===== config.mk =====
export PLATFORM = sky130hd
export DESIGN_NAME = tt_sweep_ctrl
export DESIGN_NICKNAME = d
export VERILOG_FILES = /design/src/rtl/tt_sweep_ctrl.sv
export SDC_FILE = /design/constraint.sdc
export NUM_CORES = 1
export LEC_CHECK = 0
export ABC_AREA = 1
export BUFFER_PORTS_ARGS = -buffer_cell sky130_fd_sc_hd__buf_2
export CELL_PAD_IN_SITES_DETAIL_PLACEMENT = 1
export CELL_PAD_IN_SITES_GLOBAL_PLACEMENT = 1
export CORE_UTILIZATION = 35
export CTS_CLUSTER_DIAMETER = 120
export DETAILED_ROUTE_END_ITERATION = 16
export PLACE_DENSITY = 0.81
export SLEW_MARGIN = 5
export SYNTH_ARGS = -nofsm -noshare
export SYNTH_HDL_FRONTEND = slang
export SYNTH_SLANG_ARGS = --single-unit

===== constraint.sdc =====
create_clock -name clk -period 3.5 [get_ports clk]
set_clock_uncertainty 0.2 [all_clocks]
set_input_delay 0.525 -clock clk [delete_from_list [all_inputs] [get_ports clk]]
set_output_delay 0.525 -clock clk [all_outputs]
set_load 0.05 [all_outputs]

===== src/rtl/tt_sweep_ctrl.sv =====
// Truth-table sweep controller: walks {w,x,y,z} through 0..15, samples f_in after a settle
// time and compares the captured table against EXPECTED. Optional macro TT_SWEEP_SINGLE_STEP_EN adds a step input.
module tt_sweep_ctrl #(
  parameter int          SETTLE_CYCLES = 2,
  parameter logic [15:0] EXPECTED      = 16'h1F55
) (
  input  logic        clk,
  input  logic        rst_n,
  input  logic        start,
  input  logic        abort,
`ifdef TT_SWEEP_SINGLE_STEP_EN
  input  logic        step,
`endif
  input  logic        f_in,
  output logic        w,
  output logic        x,
  output logic        y,
  output logic        z,
  output logic        busy,
  output logic        done,
  output logic [15:0] truth_table,
  output logic        pass,
  output logic [4:0]  mismatch_cnt,
  output logic [3:0]  first_fail_idx,
  output logic        first_fail_valid
);

  localparam logic [3:0] HOLD_LAST = 4'(SETTLE_CYCLES);

  typedef enum logic [1:0] {IDLE, RUN, DONE} state_t;

  state_t      state;
  logic [3:0]  idx;
  logic [3:0]  cnt;
  logic        hold_done;
  logic        sample_go;
  logic        accept;
  logic        miss;
  logic [15:0] tt_next;

  function automatic logic [4:0] sat_inc(input logic [4:0] v);
    return (v == 5'd16) ? v : v + 5'd1;
  endfunction

  assign hold_done = (cnt == HOLD_LAST);
`ifdef TT_SWEEP_SINGLE_STEP_EN
  assign sample_go = hold_done && step;
`else
  assign sample_go = hold_done;
`endif
  assign accept = ((state == IDLE) || (state == DONE)) && start && !abort;
  assign miss   = (f_in != EXPECTED[idx]);
  assign {w, x, y, z} = idx;

  always_comb begin
    tt_next      = truth_table;
    tt_next[idx] = f_in;
  end

  always_ff @(posedge clk) begin
    if (!rst_n) begin
      state            <= IDLE;
      idx              <= 4'd0;
      cnt              <= 4'd0;
      busy             <= 1'b0;
      done             <= 1'b0;
      truth_table      <= 16'd0;
      pass             <= 1'b0;
      mismatch_cnt     <= 5'd0;
      first_fail_idx   <= 4'd0;
      first_fail_valid <= 1'b0;
    end else begin
      done <= 1'b0;
      if (accept) begin
        state            <= RUN;
        busy             <= 1'b1;
        idx              <= 4'd0;
        cnt              <= 4'd0;
        truth_table      <= 16'd0;
        pass             <= 1'b0;
        mismatch_cnt     <= 5'd0;
        first_fail_idx   <= 4'd0;
        first_fail_valid <= 1'b0;
      end else begin
        case (state)
          RUN: begin
            if (abort) begin
              // partial results stay visible; only the sequencing state is dropped
              state <= IDLE;
              busy  <= 1'b0;
              idx   <= 4'd0;
              cnt   <= 4'd0;
            end else if (sample_go) begin
              truth_table <= tt_next;
              cnt         <= 4'd0;
              if (miss) begin
                mismatch_cnt <= sat_inc(mismatch_cnt);
                if (!first_fail_valid) begin
                  first_fail_idx   <= idx;
                  first_fail_valid <= 1'b1;
                end
              end
              if (idx == 4'd15) begin
                state <= DONE;
                busy  <= 1'b0;
                done  <= 1'b1;
                pass  <= (tt_next == EXPECTED);
                idx   <= 4'd0;
              end else begin
                idx <= idx + 4'd1;
              end
            end else if (!hold_done) begin
              cnt <= cnt + 4'd1;
            end
          end
          DONE:    state <= IDLE;
          default: state <= IDLE;
        endcase
      end
    end
  end

endmodule


Word level (Yosys, flattened, before mapping). Memories as Yosys holds them, arrays and structs flattened. A register that Yosys moved wholly into a read port is not among the register bits. Cells that the tools add are included.

Flip-flop bits (word level): 39. ROM bits: 16. Output and inout bits: 33. Logic and storage cells: 76. Memories: 1.

$add $sub $neg: 3. Magnitude comparators: 2. Equality and inequality tests: 9. Mux-type cells: 22. Bitwise gates (word level): 6. Reduce and logical (&&, ||, !) cells: 22.

Memory list: (name not given) (depth 16, bits a word 1, rd ports 1, clocked after Yosys merged registers in 1, write ports 0, RTL line 52) `assign miss = (f_in != EXPECTED[idx]);`.

Operators by type and width (number): two-way mux 4 bit (7); bitwise mux 16 bit (1); equality test 16 x 13 -> 1 bit (second input constant) (1); two-way mux 1 bit (13); AND reduction 5 bit (2); adder 4 x 1 -> 4 bit (second input constant) (2); != test 4 bit (second input constant) (2); AND reduction 4 bit (2); NOT 1 bit (6); AND reduction 2 bit (3); AND reduction 3 bit (2); nonzero test 3 bit (2); adder 5 x 1 -> 5 bit (second input constant) (1); equality test 5 bit (second input constant) (1); less-than comparator 4 x 5 -> 1 bit (second input constant) (1); OR reduction 5 bit (1); demux 1 bit (select 4 bit) (1); equality test 4 x 2 -> 1 bit (second input constant) (1); equality test 4 bit (second input constant) (1); >= comparator 4 x 1 -> 1 bit (second input constant) (1); nonzero test 2 bit (2); OR reduction 4 bit (1); logical AND 1 bit (3); equality test 2 x 1 -> 1 bit (second input constant) (1); other kinds (6) (6).

Logic depth before layout (Yosys ltp). Gate-level depths: netlist of the first run.

Depth in word-level cells: 6. Mapped depth: 12.

Least setup slack after synthesis of the first run. No wires, ideal clock.

Kind: register -> register. Start point: register idx[0]. End point: register (tool-made name). Library setup time: 0.112 ns. Arrival time: 1.718 ns. Data required time: 3.188 ns. Slack: 1.469 ns. Stages on the path, launching flop included: 10. Clock period less this slack: 2.031 ns. Cells stage by stage: dfxtp_1 -> ha_1 -> nor2_1 -> nor2_1 -> nand2_1 -> nor2_1 -> a21oi_1 -> or2_2 -> nand2_1 -> nand2_1.

RTL lines: start: declaration (RTL line 33) `logic [3:0] idx;`; start signal: assignment (RTL line 110) `idx <= idx + 4'd1;`.

==> flow_summary.ini, run 1 <==
[sta]
hold_viol = 0
finalSetupViolations = 0
tns_ns = 0
finalCritPeriodShare_pct = 66.55
whs_ns = 0.2481
period_minus_slack_ns = 2.329
slew_violations = 0
fmax_ghz = 0.4293
rsz0062_at_grt = no
slew_headroom_pct = 45.63
worst_slew_pin_slew_ns = 0.8147

[worst_setup_path]
cp-end-kind = flip-flop
crit_type = flip-flop to flip-flop
arrival_ns = 2.33
crit_path_start_kind = flip-flop
cp.required_ns = 3.50
worstPathMaxFanout = 30

[place]
dp.cells = 391
dp_hpwl_mm = 3.906
numPortBuffers = 37
finalWeightedCongestion = 0.7907
place_area_mm2 = 0.002280

[synth]
yosysMostFrequentCell = nand2_1
synth_ff_type = dfxtp_1
ys_ff_latch = 40
synth_top_family_by_area = simple AND/OR/NAND/NOR gates
synth_edf_count = 0
synth_cell_types = 32
syn_area_per_cell_um2 = 7.119
synth_async_sr_flop_share_pct = 0
synth_mux_area_share_pct = 0
ys_seq_area_share_pct = 38.79
synthAdderAreaFrac_pct = 4.848
netlist_top_cells_area = dfxtp_1, nand2_1, o21ai_0, inv_1, a21oi_1
synth_compound_area_share_pct = 16.97
synth_nets = 303
synth_area_mm2 = 0.002064
synthCells = 290
synth.top_cell.area_share_pct = 38.79
synth_xor_area_share_pct = 1.697
yosysTopAreaCell = dfxtp_1
synthSimpleGateAreaFrac_pct = 27.27
yosysWarnings = 0
yosys-top-cells-count = nand2_1, dfxtp_1, inv_1

[routing]
first_pass_iters = 4
wire_per_inst_um = 13.94
drtIter0Drc = 124
ant_nets = 0
routed-via-count = 1956
via_per_inst = 4.902
routed_wl_mm = 5.562
drc_errors = 0

[pwr]
leakagePower_nw = 1.105
power.total_mw = 0.8934
p_sw_mw = 0.2132
pwr-share-comb_pct = 4.2
seqPwrFrac_pct = 51.2
switching_share_pct = 23.86
p_int_mw = 0.6803
pwr-share-clk_pct = 44.5
ir_drop_mv = 0.1446
power_density_mw_per_mm2 = 372.9

[floorplanning]
start_util_pct = 36.81
fp-row-count = 27
die_h_um = 78.80
core_area_mm2 = 0.005608
fp.dieArea_mm2 = 0.006209
die_x_um = 78.80
ios = 38

[cts]
cts_setup_buffers = 0
cts_resized = 0
worstSkewPairLatency_ns = 0.30
cts_hold_buf = 0
cts_max_level = 2
cts_tree = done
cts.path.max_buffers = 2
clk_transition_reported_paths_ns = 0.09
cts_sinks = 40
cts-root-buf = clkbuf_8
cts_made_buffers = 5

[grt]
grt_usage_pct = 19.17
grt_max_degree = 31
grt_overflow = 0
grt_pass1_vias = 1889
grt_pass1_wl_mm = 9.128
antenna_found_initial = 0

[finish]
synthToLayoutAreaGrowth_pct = 16.06
antenna_cells = 0
nets = 339
drive_gt1_share_pct = 20.49
layout.cells.non_filler = 399
fin_area_mm2 = 0.002396

[run]
maxCapViolCount = 0

[outcome]
outcome = completed

[worst_hold_path]
hold_path.class = flip-flop to flip-flop
-- cell families (layout without fill, tap and decap cells) --
logic type      count (synthesis)  count (layout)
simple gates                  126             126
compound gates                 64              64
buf+inv                        48              85
flops                          40              40
fa+ha+maj                       8               8
xor+xnor                        4               4
-- routing by layer --
layer	up-vias	part of all wire, %	GRT usage (%)
li1	1001	-	-
met1	919	48	24.73
met2	30	48	31.57
met3	6	2.9	3.563
met4	0	1.4	7.222
met5	-	0	0
-- layout make-up --
cell class / instances / area (µm²)
flip-flops and latches: 40 / 800.8
well taps: 72 / 90.09
clock buffers: 5 / 68.82
inverters: 40 / 155.1
clock inverters: 3 / 47.55
fillers: 740 / 3212
multi-input cells: 202 / 1049
repair buffers: 37 / 185.2
-- critical path, stage by stage, from the launching register on --
cell and delay [ns]:
dfxtp_1 0.32, inv_1 0.10, ha_1 0.16, nand2_1 0.09, inv_1 0.08, nand2_2 0.11
inv_1 0.63, nand2_1 0.17, o22ai_2 0.19, nand2_1 0.07, nand2_1 0.07, nand2_1 0.05
-- sequential cells by signal, summed over array words and instances, names as in the netlist, named ones only --
signal and cells:
first_fail_idx 4, idx 4, pass 1, mismatch_cnt 5
state 2, busy 1, truth_table 16, first_fail_valid 1
cnt 4, done 1
-- worst paths after layout --
check	start	end	slack [ns]	cells past startpoint
max	cnt[0]	flip-flop	1.17	11
min	first_fail_idx[2]	first_fail_idx[2]	0.25	2
max reg2reg	cnt[0]	flip-flop	1.17	11
min reg2reg	first_fail_idx[2]	first_fail_idx[2]	0.25	2
-- per-stage QoR --
| step | utilization (%) | setup slack (ns) |
|---|---|---|
| after floorplan | - | 1.469 |
| final | 42.73 | 1.171 |
| after CTS | 42.73 | 1.151 |
| after detailed placement | 40.65 | 1.120 |
| after global routing | 42.73 | 0.9278 |
| after global placement | 40.65 | 1.224 |
-- power by group through the flow --
| stage | clock, mW | sequential [mW] | combinational (mW) |
|---|---|---|---|
| after CTS | 0.404 | 0.458 | 0.0382 |
| final | 0.398 | 0.457 | 0.0380 |
| after detailed placement | 0 | 0.468 | 0.0376 |
| after global placement | 0 | 0.468 | 0.0368 |
| after floorplan | 0 | 0.471 | 0.0245 |
| after global routing | 0.425 | 0.458 | 0.0421 |
-- layout by cell type (no fill, tap or decap) --
master	synthesis	final
clkbuf_8	0	5
clkinv_4	1	3
inv_1	36	36
buf_2	3	37
a21oi_2	1	1
xnor2_1	2	2
nand4_1	2	2
a211oi_1	1	1
o21ai_0	28	28
o21ai_1	2	2
clkinv_1	1	1
nand3_1	21	21
dfxtp_1	40	40
or2_2	2	2
nand2_2	5	5
nor2_2	4	4
o21ai_2	3	3
bufinv_16	0	1
nor3_1	4	4
ha_1	8	8
nor2_1	27	27
nand2_4	2	2
nand2_1	57	57
a21oi_1	25	25
a31oi_1	2	2
nor2_4	1	1
o22ai_2	1	1
xor2_1	2	2
nor3b_1	1	1
inv_2	2	2
o211ai_1	1	1
Note: power is estimated with default switching activity, not from simulation.
==> run 2: changes to the inputs <==
Clock period 3.5 ns to 2.4 ns, I/O delays scaled along.
==> run 2 against run 1 <==
Combinational power increased by 56%; power up 45%; register-to-register slack got worse by 0.81 ns; final cell count is 1.3% higher; sequential power increased by 46%; critical path type unchanged; critical path depth is 2 lower.
==> flow_summary.ini, run 2 (synthesis gave the netlist of run 1 again) <==
[finish]
top_regs = truth_table: 16 flops, mismatch_cnt: 5 flops
synthToLayoutAreaGrowth_pct = 17.82
regMostFlops = truth_table
final_common_cell = nand2_1
nets = 344
multi_input_comb_area_mm2 = 0.001049
layout.cells.non_filler = 404
largest_register_ffs = 16
drive_gt1_share_pct = 21.69
ff_latch_area_um2 = 800.8
fillers = 755
antenna_cells = 0
layout_common_cells = nand2_1, dfxtp_1, buf_2

[worst_setup_path]
crit_path_start_kind = flip-flop
worstPathMaxFanout = 20
cp.required_ns = 2.39
crit_type = flip-flop to flip-flop
cp-end-kind = flip-flop
arrival_ns = 2.03

[run]
maxCapViolCount = 0

[outcome]
outcome = completed

[grt]
grt_pass1_vias = 1852
grt_overflow = 0
grt_pass1_wl_mm = 9.032
grt_usage_pct = 18.96
grt_max_degree = 21
antenna_found_initial = 0

[sta]
hold_viol = 0
slew_violations = 0
finalSetupViolations = 0
finalCritPeriodShare_pct = 85.08
fmax_ghz = 0.4897
slew_headroom_pct = 70.61
rsz0062_at_grt = no
period_minus_slack_ns = 2.042
tns_ns = 0
worst_slew_pin_slew_ns = 0.4403

[floorplanning]
die_x_um = 78.80
start_util_pct = 36.81
core_area_mm2 = 0.005608
die_h_um = 78.80
fp-row-count = 27
ios = 38
fp.dieArea_mm2 = 0.006209

[pwr]
ir_drop_mv = 0.2838
leakagePower_nw = 1.128
power_density_mw_per_mm2 = 534.0

[cts]
cts_sinks = 40
clk_transition_reported_paths_ns = 0.09
cts_resized = 0
cts_max_level = 2
worstSkewPairLatency_ns = 0.30
cts_setup_buffers = 0
cts_tree = done
cts_made_buffers = 5
cts_hold_buf = 0
cts.path.max_buffers = 2
cts-root-buf = clkbuf_8

[place]
numPortBuffers = 37
dp.cells = 396
dp_hpwl_mm = 3.975
finalWeightedCongestion = 0.7486

[routing]
via_per_inst = 4.886
routed_wl_mm = 5.344
drtIter0Drc = 63
drc_errors = 0
routed-via-count = 1974
ant_nets = 0
first_pass_iters = 5
wire_per_inst_um = 13.23

[worst_hold_path]
hold_path.class = input pin to flip-flop
## run 2: cell count changes in the layout (fill, tap and decap cells not counted), sizes merged
cell / change
inv: +1
clkinv: -2
buf: +5
clkinvlp: +1
## run 2: layout make-up
cell class	count	area share, %
tap	72	3.704
clock buffer	5	2.829
timing repair buffer	42	9.156
clock inverter	3	1.903
inverter	40	6.379
sequential	40	32.92
multi-input combinational	202	43.11
## run 2: worst paths after layout
path | slack [ns] | endpoint | start | cells past startpoint
setup / recovery | 0.36 | truth_table[7] | cnt[0] | 9
hold / removal | 0.18 | state[1] | start | 4
setup reg to reg | 0.36 | truth_table[7] | cnt[0] | 9
hold reg to reg | 0.24 | first_fail_idx[3] | first_fail_idx[3] | 2
## run 2: stage by stage
stage / power (mW) / hold WS, ns / cell area [µm²] / setup slack (ns) / utilization [%]
2_1_floorplan: 0.7228 / 0.2788 / 2064 / 0.3692 / -
3_3_place_gp: 0.7407 / 0.2281 / 2317 / 0.4646 / 41.32
3_5_place_dp: 0.7426 / 0.2340 / 2317 / 0.4218 / 41.32
4_1_cts: 1.316 / 0.1706 / 2432 / 0.3326 / 43.37
5_1_grt: 1.350 / 0.1897 / 2432 / 0.1731 / 43.37
6_report: 1.299 / 0.1763 / 2432 / 0.3581 / 43.37
## run 2: critical path, cell delays in order, from the launching register on
cell and delay (ns):
dfxtp_1 0.34, inv_1 0.08, ha_1 0.19, nand2_1 0.10, inv_1 0.06, nand2_2 0.16, inv_1 0.21, buf_4 0.26
o21ai_0 0.25, a21oi_1 0.07
## run 2: report_power, final
| group | internal, mW | switching, mW |
|---|---|---|
| logic | 0.0153 | 0.0439 |
| clock network | 0.313 | 0.259 |
| registers | 0.666 | 0.00160 |
| total | 0.994 | 0.305 |
## run 2: per-layer routing
layer / vias to the layer above / track usage, % / share of wire (%)
met5: - / 0 / 0
met4: 0 / 5.556 / 1.3
met3: 6 / 4.368 / 3.4
met2: 30 / 30.00 / 45
met1: 919 / 25.57 / 50
li1: 1019 / - / -
==> run 3: changes to the inputs <==
Settings changed: ABC_AREA 1 to default, PLACE_DENSITY 0.81 to 0.78.
==> run 3 against run 2 <==
Non-clock buffer count is 7 higher; final area is 0.82% higher; critical path depth shrank 2; die area fell by 0.82%; fmax is 9.6% lower; largest cell class unchanged.
==> flow_summary.ini, run 3 <==
[synth]
synth_edf_count = 0
synth_async_sr_flop_share_pct = 0
synth_mux_area_share_pct = 9.780
synthCells = 237
synth_cell_types = 42
yosysTopAreaCell = dfxtp_1
synthSimpleGateAreaFrac_pct = 27.93
synth_area_mm2 = 0.002047
ys_seq_area_share_pct = 39.12
yosys-top-cells-count = dfxtp_1, nor2_1, nand2_1
synth_compound_area_share_pct = 11.67
netlist_top_cells_area = dfxtp_1, mux2i_1, nor2_1, ha_1, nand2_1
synth.top_cell.area_share_pct = 39.12
synth_top_family_by_area = simple AND/OR/NAND/NOR gates
synthAdderAreaFrac_pct = 4.890
yosysWarnings = 0
synth_ff_type = dfxtp_1
ys_ff_latch = 40
syn_area_per_cell_um2 = 8.637
yosysMostFrequentCell = dfxtp_1
synth_xor_area_share_pct = 2.139
synth_nets = 250

[sta]
worst_slew_pin_slew_ns = 0.6013
finalCritPeriodShare_pct = 94.07
finalSetupViolations = 0
tns_ns = 0
setup_slack_ns = 0.1423
whs_ns = 0.1580
slew_violations = 0
fmax_ghz = 0.4429
hold_viol = 0
period_minus_slack_ns = 2.258
slew_headroom_pct = 59.62
rsz0062_at_grt = no

[worst_setup_path]
arrival_ns = 2.24
crit_path_start_kind = flip-flop
rr_worst_depth = 7
worst-path-stages = 7
cp-end-kind = flip-flop
critPathMaxStageDelay_ns = 0.41
cp_cell_sequence = ha_1, or3b_1, buf_4, nor4_4, a32oi_1, a211oi_1, o2bb2ai_1
critPathBufInv = 1
crit_path_start = cnt[1]
reg2reg_slack_ns = 0.14
cp_top_family = simple AND/OR/NAND/NOR gates
worstPathMaxFanout = 5
cp.required_ns = 2.39
slowest_stage = dfxtp_1
crit-reg2reg-launch = cnt[1]
crit_type = flip-flop to flip-flop

[pwr]
seqPwrFrac_pct = 57.4
leakagePower_nw = 1.078
p_int_mw = 0.8832
pwr-share-clk_pct = 37.3
switching_share_pct = 24.05
p_sw_mw = 0.2797
pwr-share-comb_pct = 5.3
ir_drop_mv = 0.1970
power_density_mw_per_mm2 = 474.2

[finish]
regMostFlops = truth_table
layout_common_cells = dfxtp_1, nor2_1, buf_2
synthToLayoutAreaGrowth_pct = 19.80
final_common_cell = dfxtp_1
antenna_cells = 0
drive_gt1_share_pct = 22.42
fin_area_mm2 = 0.002452
top_regs = truth_table: 16 flops, mismatch_cnt: 5 flops
nets = 294
largest_register_ffs = 16

[floorplanning]
core_area_mm2 = 0.005574
fp-row-count = 27
ios = 38
die_h_um = 78.48
fp.dieArea_mm2 = 0.006158
die_x_um = 78.48
start_util_pct = 36.72

[cts]
clk_transition_reported_paths_ns = 0.08
cts_hold_buf = 0
cts.path.max_buffers = 2
cts_tree = done
cts_sinks = 40
worstSkewPairLatency_ns = 0.29
cts-root-buf = clkbuf_8
cts_made_buffers = 5
cts_max_level = 2

[place]
dp_hpwl_mm = 3.834
place_ws_ns = 0.08073
numPortBuffers = 37
place_area_mm2 = 0.002364
finalWeightedCongestion = 0.7664

[routing]
drtIter0Drc = 105
ant_nets = 0
wire_per_inst_um = 14.72
routed-via-count = 1836
routed_wl_mm = 5.195
first_pass_iters = 4
via_per_inst = 5.201
drc_errors = 0

[grt]
grt_pass1_wl_mm = 8.873
antenna_found_initial = 0
grtUsageMet1_pct = 24.75
grtUsageMet2_pct = 29.82
grt_overflow = 0
grt_max_degree = 19
grt.met3_usage_pct = 2.791
grt-busiest-layer = met2
grt_usage_pct = 18.15
grt_pass1_vias = 1777

[worst_hold_path]
hold_path.class = input pin to flip-flop

[run]
maxCapViolCount = 0

[outcome]
outcome = completed
run 3: cell types whose count changed after synthesis, sizes merged, moves of 6 or more:
cell,delta
o21ai,-22
clkbuf,+7
a21oi,-10
inv,-30
nor2,+6
nor4,+7
nand3,-18
mux2i,+20
nand2,-40
run 3: area by class of cell:
| type | count | area (µm²) |
|---|---|---|
| fill | 705 | 3122 |
| multi-input combinational | 177 | 1166 |
| sequential | 40 | 800.8 |
| timing repair buffer | 49 | 287.8 |
| tap | 72 | 90.09 |
| clock buffer | 6 | 72.57 |
| inverter | 8 | 30.03 |
| clock inverter | 1 | 5.005 |
run 3: worst min path at each step:
stage	end	depth (start not counted)	slack, ns	startpoint
6_report	busy	2	0.16	rst_n
5_1_grt	busy	2	0.16	rst_n
4_1_cts	busy	2	0.15	rst_n
3_5_place_dp	truth_table[15]	2	0.25	truth_table[15]
3_3_place_gp	truth_table[15]	2	0.24	truth_table[15]
2_1_floorplan	cnt[3]	2	0.27	cnt[3]
run 3: cells by family after synthesis:
group           Yosys count
compound gates           40
xor+xnor                  5
fa+ha+maj                 8
buf+inv                  20
flops                    40
mux                      20
simple gates            104
run 3: per-layer routing:
| metal | up-vias | part of all wire [%] |
|---|---|---|
| met4 | 0 | 0.50 |
| li1 | 921 | - |
| met3 | 4 | 2.8 |
| met1 | 880 | 50 |
| met5 | - | 0 |
| met2 | 31 | 47 |
run 3: stage by stage:
stage                     cells  util [%]  total power, mW
after global routing        353     44.00            1.208
after global placement      346     42.40           0.7442
final                       353     44.00            1.163
after CTS                   353     43.79            1.173
after floorplan             237         -           0.7225
after detailed placement    346     42.40           0.7452
run 3: power by group through the flow:
stage          registers (mW)  clock network, mW  logic, mW
5_1_grt                 0.668              0.472     0.0680
3_5_place_dp            0.683                  0     0.0618
4_1_cts                 0.668              0.444     0.0622
3_3_place_gp            0.683                  0     0.0611
6_report                0.668              0.433     0.0619
2_1_floorplan           0.687                  0     0.0355
run 3: repair_timing:
item,CTS,global route
gates resized for setup,0,2
setup buffers,0,0
endpoints found under the setup margin,0,5
